==> src/rtl/de0_vga.sv <==
// 1280x1024 raster timing generator and registered 4:4:4 RGB output stage for the DE0 GameBoy-to-VGA bridge.
// Optional build macro: DE0_VGA_TEST_PATTERN_EN replaces pixel_color with eight internal colour bars.
module de0_vga #(
  parameter int H_ACTIVE = 1280,
  parameter int H_FP     = 48,
  parameter int H_SYNC   = 112,
  parameter int H_BP     = 248,
  parameter int V_ACTIVE = 1024,
  parameter int V_FP     = 1,
  parameter int V_SYNC   = 3,
  parameter int V_BP     = 38,
  parameter bit SYNC_POL = 1'b1,
  parameter int PIPE_DLY = 2
) (
  input  logic        clk_50,
  input  logic        rst_n,
  input  logic [11:0] pixel_color,
  output logic [3:0]  VGA_BUS_R,
  output logic [3:0]  VGA_BUS_G,
  output logic [3:0]  VGA_BUS_B,
  output logic        VGA_HS,
  output logic        VGA_VS,
  output logic [10:0] X_pix,
  output logic [10:0] Y_pix,
  output logic        H_visible,
  output logic        V_visible,
  output logic        pixel_clk,
  output logic [9:0]  pixel_cnt
);

  // Totals must fit the 11-bit counters (<= 2047); PIPE_DLY must be at least 2.
  localparam int H_TOTAL = H_ACTIVE + H_FP + H_SYNC + H_BP;
  localparam int V_TOTAL = V_ACTIVE + V_FP + V_SYNC + V_BP;

  localparam logic [10:0] H_LAST       = 11'(H_TOTAL - 1);
  localparam logic [10:0] V_LAST       = 11'(V_TOTAL - 1);
  localparam logic [10:0] H_ACT        = 11'(H_ACTIVE);
  localparam logic [10:0] V_ACT        = 11'(V_ACTIVE);
  localparam logic [10:0] H_SYNC_FIRST = 11'(H_ACTIVE + H_FP);
  localparam logic [10:0] H_SYNC_LAST  = 11'(H_ACTIVE + H_FP + H_SYNC - 1);
  localparam logic [10:0] V_SYNC_FIRST = 11'(V_ACTIVE + V_FP);
  localparam logic [10:0] V_SYNC_LAST  = 11'(V_ACTIVE + V_FP + V_SYNC - 1);

  logic [10:0] r_x;
  logic [10:0] r_y;
  logic [9:0]  r_frame;

  logic        w_x_wrap;
  logic        w_y_wrap;
  logic        w_hs_raw;
  logic        w_vs_raw;
  logic        w_blank;

  // Sync pipes span the full delay; the blank pipe is one shorter because the
  // colour register itself supplies the final stage.
  logic [PIPE_DLY-1:0] r_hs_pipe;
  logic [PIPE_DLY-1:0] r_vs_pipe;
  logic [PIPE_DLY-2:0] r_blank_pipe;

  logic [11:0] w_color_src;
  logic [11:0] r_rgb;

  assign w_x_wrap = (r_x == H_LAST);
  assign w_y_wrap = (r_y == V_LAST);

  assign H_visible = (r_x < H_ACT);
  assign V_visible = (r_y < V_ACT);
  assign w_blank   = !(H_visible && V_visible);

  assign w_hs_raw = ((r_x >= H_SYNC_FIRST) && (r_x <= H_SYNC_LAST)) ? SYNC_POL : !SYNC_POL;
  assign w_vs_raw = ((r_y >= V_SYNC_FIRST) && (r_y <= V_SYNC_LAST)) ? SYNC_POL : !SYNC_POL;

  // NOTE: sequential state uses non-blocking assignments so every register
  // samples the pre-edge values, independent of statement order.
  always_ff @(posedge clk_50 or negedge rst_n) begin
    if (!rst_n) begin
      r_x     <= '0;
      r_y     <= '0;
      r_frame <= '0;
    end else if (w_x_wrap) begin
      r_x <= '0;
      if (w_y_wrap) begin
        r_y     <= '0;
        r_frame <= r_frame + 10'd1;
      end else begin
        r_y <= r_y + 11'd1;
      end
    end else begin
      r_x <= r_x + 11'd1;
    end
  end

  always_ff @(posedge clk_50 or negedge rst_n) begin
    if (!rst_n) begin
      r_hs_pipe    <= {PIPE_DLY{!SYNC_POL}};
      r_vs_pipe    <= {PIPE_DLY{!SYNC_POL}};
      r_blank_pipe <= '1;
    end else begin
      r_hs_pipe[0]    <= w_hs_raw;
      r_vs_pipe[0]    <= w_vs_raw;
      r_blank_pipe[0] <= w_blank;
      for (int i = 1; i < PIPE_DLY; i++) begin
        r_hs_pipe[i] <= r_hs_pipe[i-1];
        r_vs_pipe[i] <= r_vs_pipe[i-1];
      end
      for (int i = 1; i < PIPE_DLY - 1; i++) begin
        r_blank_pipe[i] <= r_blank_pipe[i-1];
      end
    end
  end

`ifdef DE0_VGA_TEST_PATTERN_EN
  localparam logic [10:0] BAR_W = 11'(H_ACTIVE / 8);

  logic [10:0] r_x_pipe [PIPE_DLY-1];
  logic [10:0] w_bar_idx;

  // NOTE: this short pipe is reset explicitly; it is a handful of flops, not
  // a RAM, so the reset costs nothing and keeps post-reset colour defined.
  always_ff @(posedge clk_50 or negedge rst_n) begin
    if (!rst_n) begin
      for (int i = 0; i < PIPE_DLY - 1; i++) r_x_pipe[i] <= '0;
    end else begin
      r_x_pipe[0] <= r_x;
      for (int i = 1; i < PIPE_DLY - 1; i++) r_x_pipe[i] <= r_x_pipe[i-1];
    end
  end

  assign w_bar_idx = r_x_pipe[PIPE_DLY-2] / BAR_W;

  // NOTE: the default before the case keeps this purely combinational (no latch).
  always_comb begin
    w_color_src = 12'h000;
    case (w_bar_idx)
      11'd0:   w_color_src = 12'hFFF;
      11'd1:   w_color_src = 12'hFF0;
      11'd2:   w_color_src = 12'h0FF;
      11'd3:   w_color_src = 12'h0F0;
      11'd4:   w_color_src = 12'hF0F;
      11'd5:   w_color_src = 12'hF00;
      11'd6:   w_color_src = 12'h00F;
      default: w_color_src = 12'h000;
    endcase
  end
`else
  assign w_color_src = pixel_color;
`endif

  // Colour is gated by the blank of the same raster position it belongs to.
  always_ff @(posedge clk_50 or negedge rst_n) begin
    if (!rst_n) begin
      r_rgb <= '0;
    end else begin
      r_rgb <= r_blank_pipe[PIPE_DLY-2] ? 12'h000 : w_color_src;
    end
  end

  assign VGA_BUS_R = r_rgb[11:8];
  assign VGA_BUS_G = r_rgb[7:4];
  assign VGA_BUS_B = r_rgb[3:0];
  assign VGA_HS    = r_hs_pipe[PIPE_DLY-1];
  assign VGA_VS    = r_vs_pipe[PIPE_DLY-1];
  assign X_pix     = r_x;
  assign Y_pix     = r_y;
  assign pixel_cnt = r_frame;
  assign pixel_clk = clk_50;

endmodule

==> config.mk <==
export PLATFORM = sky130hd
export DESIGN_NAME = de0_vga
export DESIGN_NICKNAME = d
export VERILOG_FILES = /design/src/rtl/de0_vga.sv
export SDC_FILE = /design/constraint.sdc
export NUM_CORES = 1
export LEC_CHECK = 0
export ABC_AREA = 1
export BUFFER_PORTS_ARGS = -buffer_cell sky130_fd_sc_hd__buf_2
export CAP_MARGIN = 15
export CORE_MARGIN = 8
export CORE_UTILIZATION = 37
export DETAILED_ROUTE_END_ITERATION = 10
export SYNTH_ARGS = -nofsm -noshare
export SYNTH_HDL_FRONTEND = slang
export SYNTH_SLANG_ARGS = --single-unit
export TNS_END_PERCENT = 20
==> constraint.sdc <==
create_clock -name clk_50 -period 1.7 [get_ports clk_50]
set_input_delay 0.085 -clock clk_50 [delete_from_list [all_inputs] [get_ports clk_50]]
set_output_delay 0.085 -clock clk_50 [all_outputs]
set_load 0.05 [all_outputs]
# ---- Yosys cells after proc, flatten, opt, wreduce, memory -nomap -nowiden
# Cells that the tools add are included.
dict set report classes {
  add_sub_neg 3
  order_cmp 6
  eq_ne 2
  muxes 5
  n_reduce_logical 5
}
# cell n
set ops {}
lappend ops {{adder 11 x 1 -> 11 bit (second input constant)} 2}
lappend ops {{equality test 11 bit (second input constant)} 2}
lappend ops {{greater-or-equal comparator 11 bit (second input constant)} 2}
lappend ops {{<= comparator 11 bit (second input constant)} 2}
lappend ops {{< comparator 11 bit (second input constant)} 2}
lappend ops {{two-way mux 11 bit} 2}
lappend ops {{two-way mux 12 bit} 1}
lappend ops {{adder 10 x 1 -> 10 bit (second input constant)} 1}
lappend ops {{logical AND 1 bit} 3}
lappend ops {{two-way mux 1 bit} 2}
lappend ops {{AND reduction 2 bit} 1}
lappend ops {{logical NOT 1 bit} 1}
dict set report totals {
  register_bits 49
  output_inout_bits 49
}

# ---- Longest topological paths before layout
dict set report depth {
  ltp_word 3
  depth_mapped 9
}

==> results by stage <==
Global routing:
- The initial antenna violation count is 0.
- The first global-routing pass estimated 10500 um of wire.
- The total grt overflow is 0.
- The number of global-route vias before repair is 2301.
- In the global route stage, overall resource usage came out at 13.3%.
- The pin count of the biggest net entering global routing is 32.

Floorplan:
- The height of the die is 98.8 um.
- In this run the horizontal extent of the chip is 98.8 um.
- The starting utilization of the core area is 37.7%.
- For this design the top-level I/O count stands at 63.
- The number of placement rows is 30.
- The floorplan core area is 6720 um2.
- The area of the die is 9750 um2.

Clock tree:
- The clock transition time at the flip-flop clock pins of the worst setup and hold paths is 0.09 ns.
- In this run, post-CTS repair resized a total of 0 instances.
- TritonCTS built the clock tree.
- The clock insertion delay at the later pin of the skew report is 0.41 ns.

Timing:
- Once routing completed, OpenROAD measured the worst setup slack at 0.194 ns.
- At the pin with the least slew margin, the transition time is 0.473 ns.
- The maximum operating frequency is 664 MHz.
- The final max-slew violation count is 0.
- Setup violations remaining at the end of the flow were counted as 0.
- The total count of hold-check failures in the final report is 0.
- Adding up every negative setup slack in the final design gives 0 ns.
- Across the routed clock network, the largest skew measured is 0.00820 ns.
- In this run the tightest slew margin relative to its limit is 68.5%.
- Of the available clock period, the critical path in the final layout requires 88.6%.
- Setup repair after global routing left no endpoint under its margin.
- The smallest clock period supported by the final layout is computed as 1.51 ns.

Synthesis:
- The post-synthesis cell type count is 30.
- The number of nets produced by synthesis is 343.
- The post-synthesis instance total is 325.
- By area the synthesized netlist is led by sky130_fd_sc_hd__dfrtp_1 (47%), sky130_fd_sc_hd__nand2_1 (14%), sky130_fd_sc_hd__inv_1 (7.3%).
- The dominant cell type by area after synthesis is sky130_fd_sc_hd__dfrtp_1.
- The synthesized netlist occupies a cell area of 2530 um2.
- The yosys synthesis warning count is 0.
- The average cell area after synthesis is 7.80 um2.
- The area fraction of the dominant cell type after synthesis is 47.4%.
- For this run, the register share of the synthesized area comes to 48.4%.
- The synthesis-stage register bit count is 49.

Final layout:
- Across the whole layout, storage elements account for 1230 um2.
- The count of fill cells added during filler insertion is 662.
- The share of post-route cells with drive strength above 1 is 23.1%.
- In the final design database the tool counted 429 nets.
- The multi-input combinational cells in the finished layout cover a total of 1070 um2.
- Leaving out fill and tap cells, the most frequent cell in the layout is sky130_fd_sc_hd__nand2_1.
- The final design instance area without fill is 3240 um2.
- The diode insertion count for antenna repair is 0.
- The layout-stage area growth over the synthesis result is 27.9%.
- In the layout the commonest cells are sky130_fd_sc_hd__nand2_1 (92), sky130_fd_sc_hd__buf_2 (62), sky130_fd_sc_hd__inv_1 (49).

Pwr:
- The peak ir drop on the vdd network is 0.863 mV.
- The completed layout was analyzed and its total power is 2.41 mW.
- The cell area power density is 746 nW/um2.
- The leakage component of the power is 1.90 nW.

Route:
- After detailed routing, the number of remaining DRC violations is 0.
- The average wire per standard cell is 12.2 um.
- The wire length after detailed routing is 5980 um.
- The detailed-route via count is 2265.
- The first detailed-routing pass took 4 iterations.
- The detail route stage leaves a number of antenna-violating nets equal to 0.
- The iteration-0 DRC count of the detailed router is 83.
- In the routed layout, each cell is associated on average with a via count of 4.61.

Worst setup path:
- The kind of launch point of the worst setup path is a flip-flop.
- Along the worst path, the maximum fanout reaches 8.
- The critical path required time is 2.01 ns.
- The critical path data arrival time is 1.81 ns.
- The category of the most critical setup path is reg2reg.
- The worst setup path is captured at a flip-flop.

Placement:
- Detailed placement ended at an HPWL of 4550 um.
- Input and output buffers added on the ports amount to 62.
- Summing all placed instances gives a cell area of 2960 um2.
- The setup slack after placement is 0.187 ns.
- At the end of routability-driven placement, the weighted congestion stood at 0.886.

Outcome:
- The run finished with clean final reports.

Worst hold path:
- The class of the tightest hold or removal check is in2async.

Run:
- The total of max-cap violations is 0.
-- routing by layer --
metal / vias up / track usage [%] / part of all wire, %
li1: 1165 / - / -
met1: 1036 / 15.6 / 46
met2: 55 / 21.7 / 46
met3: 9 / 4.23 / 5.7
met4: 0 / 5.90 / 1.5
met5: - / 0 / 0
-- path summary, 6_finish.rpt --
check | startpoint | endpoint | slack [ns] | depth (start not counted)
worst min register to register | r_hs_pipe[0]$_DFF_PN0_ | r_hs_pipe[1]$_DFF_PN0_ | 0.35 | 0
min in group clk_50 | r_hs_pipe[0]$_DFF_PN0_ | r_hs_pipe[1]$_DFF_PN0_ | 0.35 | 0
worst max-delay path | Y_pix[1]$_DFFE_PN0N_ | pixel_cnt[3]$_DFFE_PN0P_ | 0.19 | 9
worst min-delay path | rst_n | pixel_cnt[5]$_DFFE_PN0P_ | 0.16 | 2
worst max register to register | Y_pix[1]$_DFFE_PN0N_ | pixel_cnt[3]$_DFFE_PN0P_ | 0.19 | 9
max in group asynchronous | rst_n | r_blank_pipe$_DFF_PN1_ | 0.94 | 3
-- cells by family (layout without fill, tap and decap cells) --
| family | after synthesis | after routing | synth area share (%) |
|---|---|---|---|
| buffers and inverters | 57 | 143 | 9.19 |
| AO/OA/AOI/OAI | 18 | 18 | 3.65 |
| AND/OR/NAND/NOR | 186 | 186 | 32.9 |
| flip-flops | 49 | 49 | 48.4 |
| adder cells (fa/ha/maj) | 4 | 4 | 1.98 |
| XOR/XNOR | 11 | 11 | 3.80 |
-- flip-flops by register name (all words and copies together) (netlist names) --
register / cells
Y_pix: 11
X_pix: 11
r_vs_pipe: 2
r_hs_pipe: 2
r_rgb: 12
r_blank_pipe: 1
pixel_cnt: 10
-- layout make-up --
cell class	instances	share of cell area, %
inverters	53	6.14
multi-input cells	219	33.1
clock buffers	9	3.55
repair buffers	79	15.0
well taps	80	3.09
clock inverters	2	1.08
flip-flops and latches	49	38.0
-- stage by stage --
stage | cells | utilization, % | hold WS [ns]
detailed placement | 468 | 44.1 | 0.0699
global route | 491 | 48.2 | 0.188
CTS | 491 | 48.2 | 0.159
finish | 491 | 48.2 | 0.161
global placement | 468 | 44.1 | 0.0693
floorplan | 325 | - | -0.211
-- synthesized netlist by cell type (all sizes together) --
cell type,n
a21oi,5
buf,3
clkbuf,1
clkinv,1
dfrtp,48
dfstp,1
ha,4
inv,52
nand2,95
nand3,25
nand3b,2
nand4,7
nor2,52
nor3,4
nor4,1
o21ai,12
o21bai,1
xnor2,4
xor2,7
-- report_power, final --
| part | total (mW) | internal [mW] | switching, mW |
|---|---|---|---|
| clock | 1.09 | 0.594 | 0.494 |
| combinational | 0.145 | 0.0488 | 0.0963 |
| sequential | 1.18 | 1.18 | 0.00311 |
| total | 2.41 | 1.82 | 0.594 |
-- what timing repair did --
item / CTS / global route
hold endpoints to repair: 30 / 0
hold buffers: 13 / 0
setup buffers: 0 / 0
-- critical path: stages (launching register included) --
cell,delay [ns]
sky130_fd_sc_hd__dfrtp_1,0.43
sky130_fd_sc_hd__inv_1,0.09
sky130_fd_sc_hd__ha_1,0.16
sky130_fd_sc_hd__inv_1,0.06
sky130_fd_sc_hd__nor2_2,0.17
sky130_fd_sc_hd__nand2_1,0.08
sky130_fd_sc_hd__nor2_1,0.12
sky130_fd_sc_hd__nand2_2,0.14
sky130_fd_sc_hd__nand2_1,0.09
sky130_fd_sc_hd__nand2_1,0.05
Note: power is estimated with default switching activity, not from simulation.
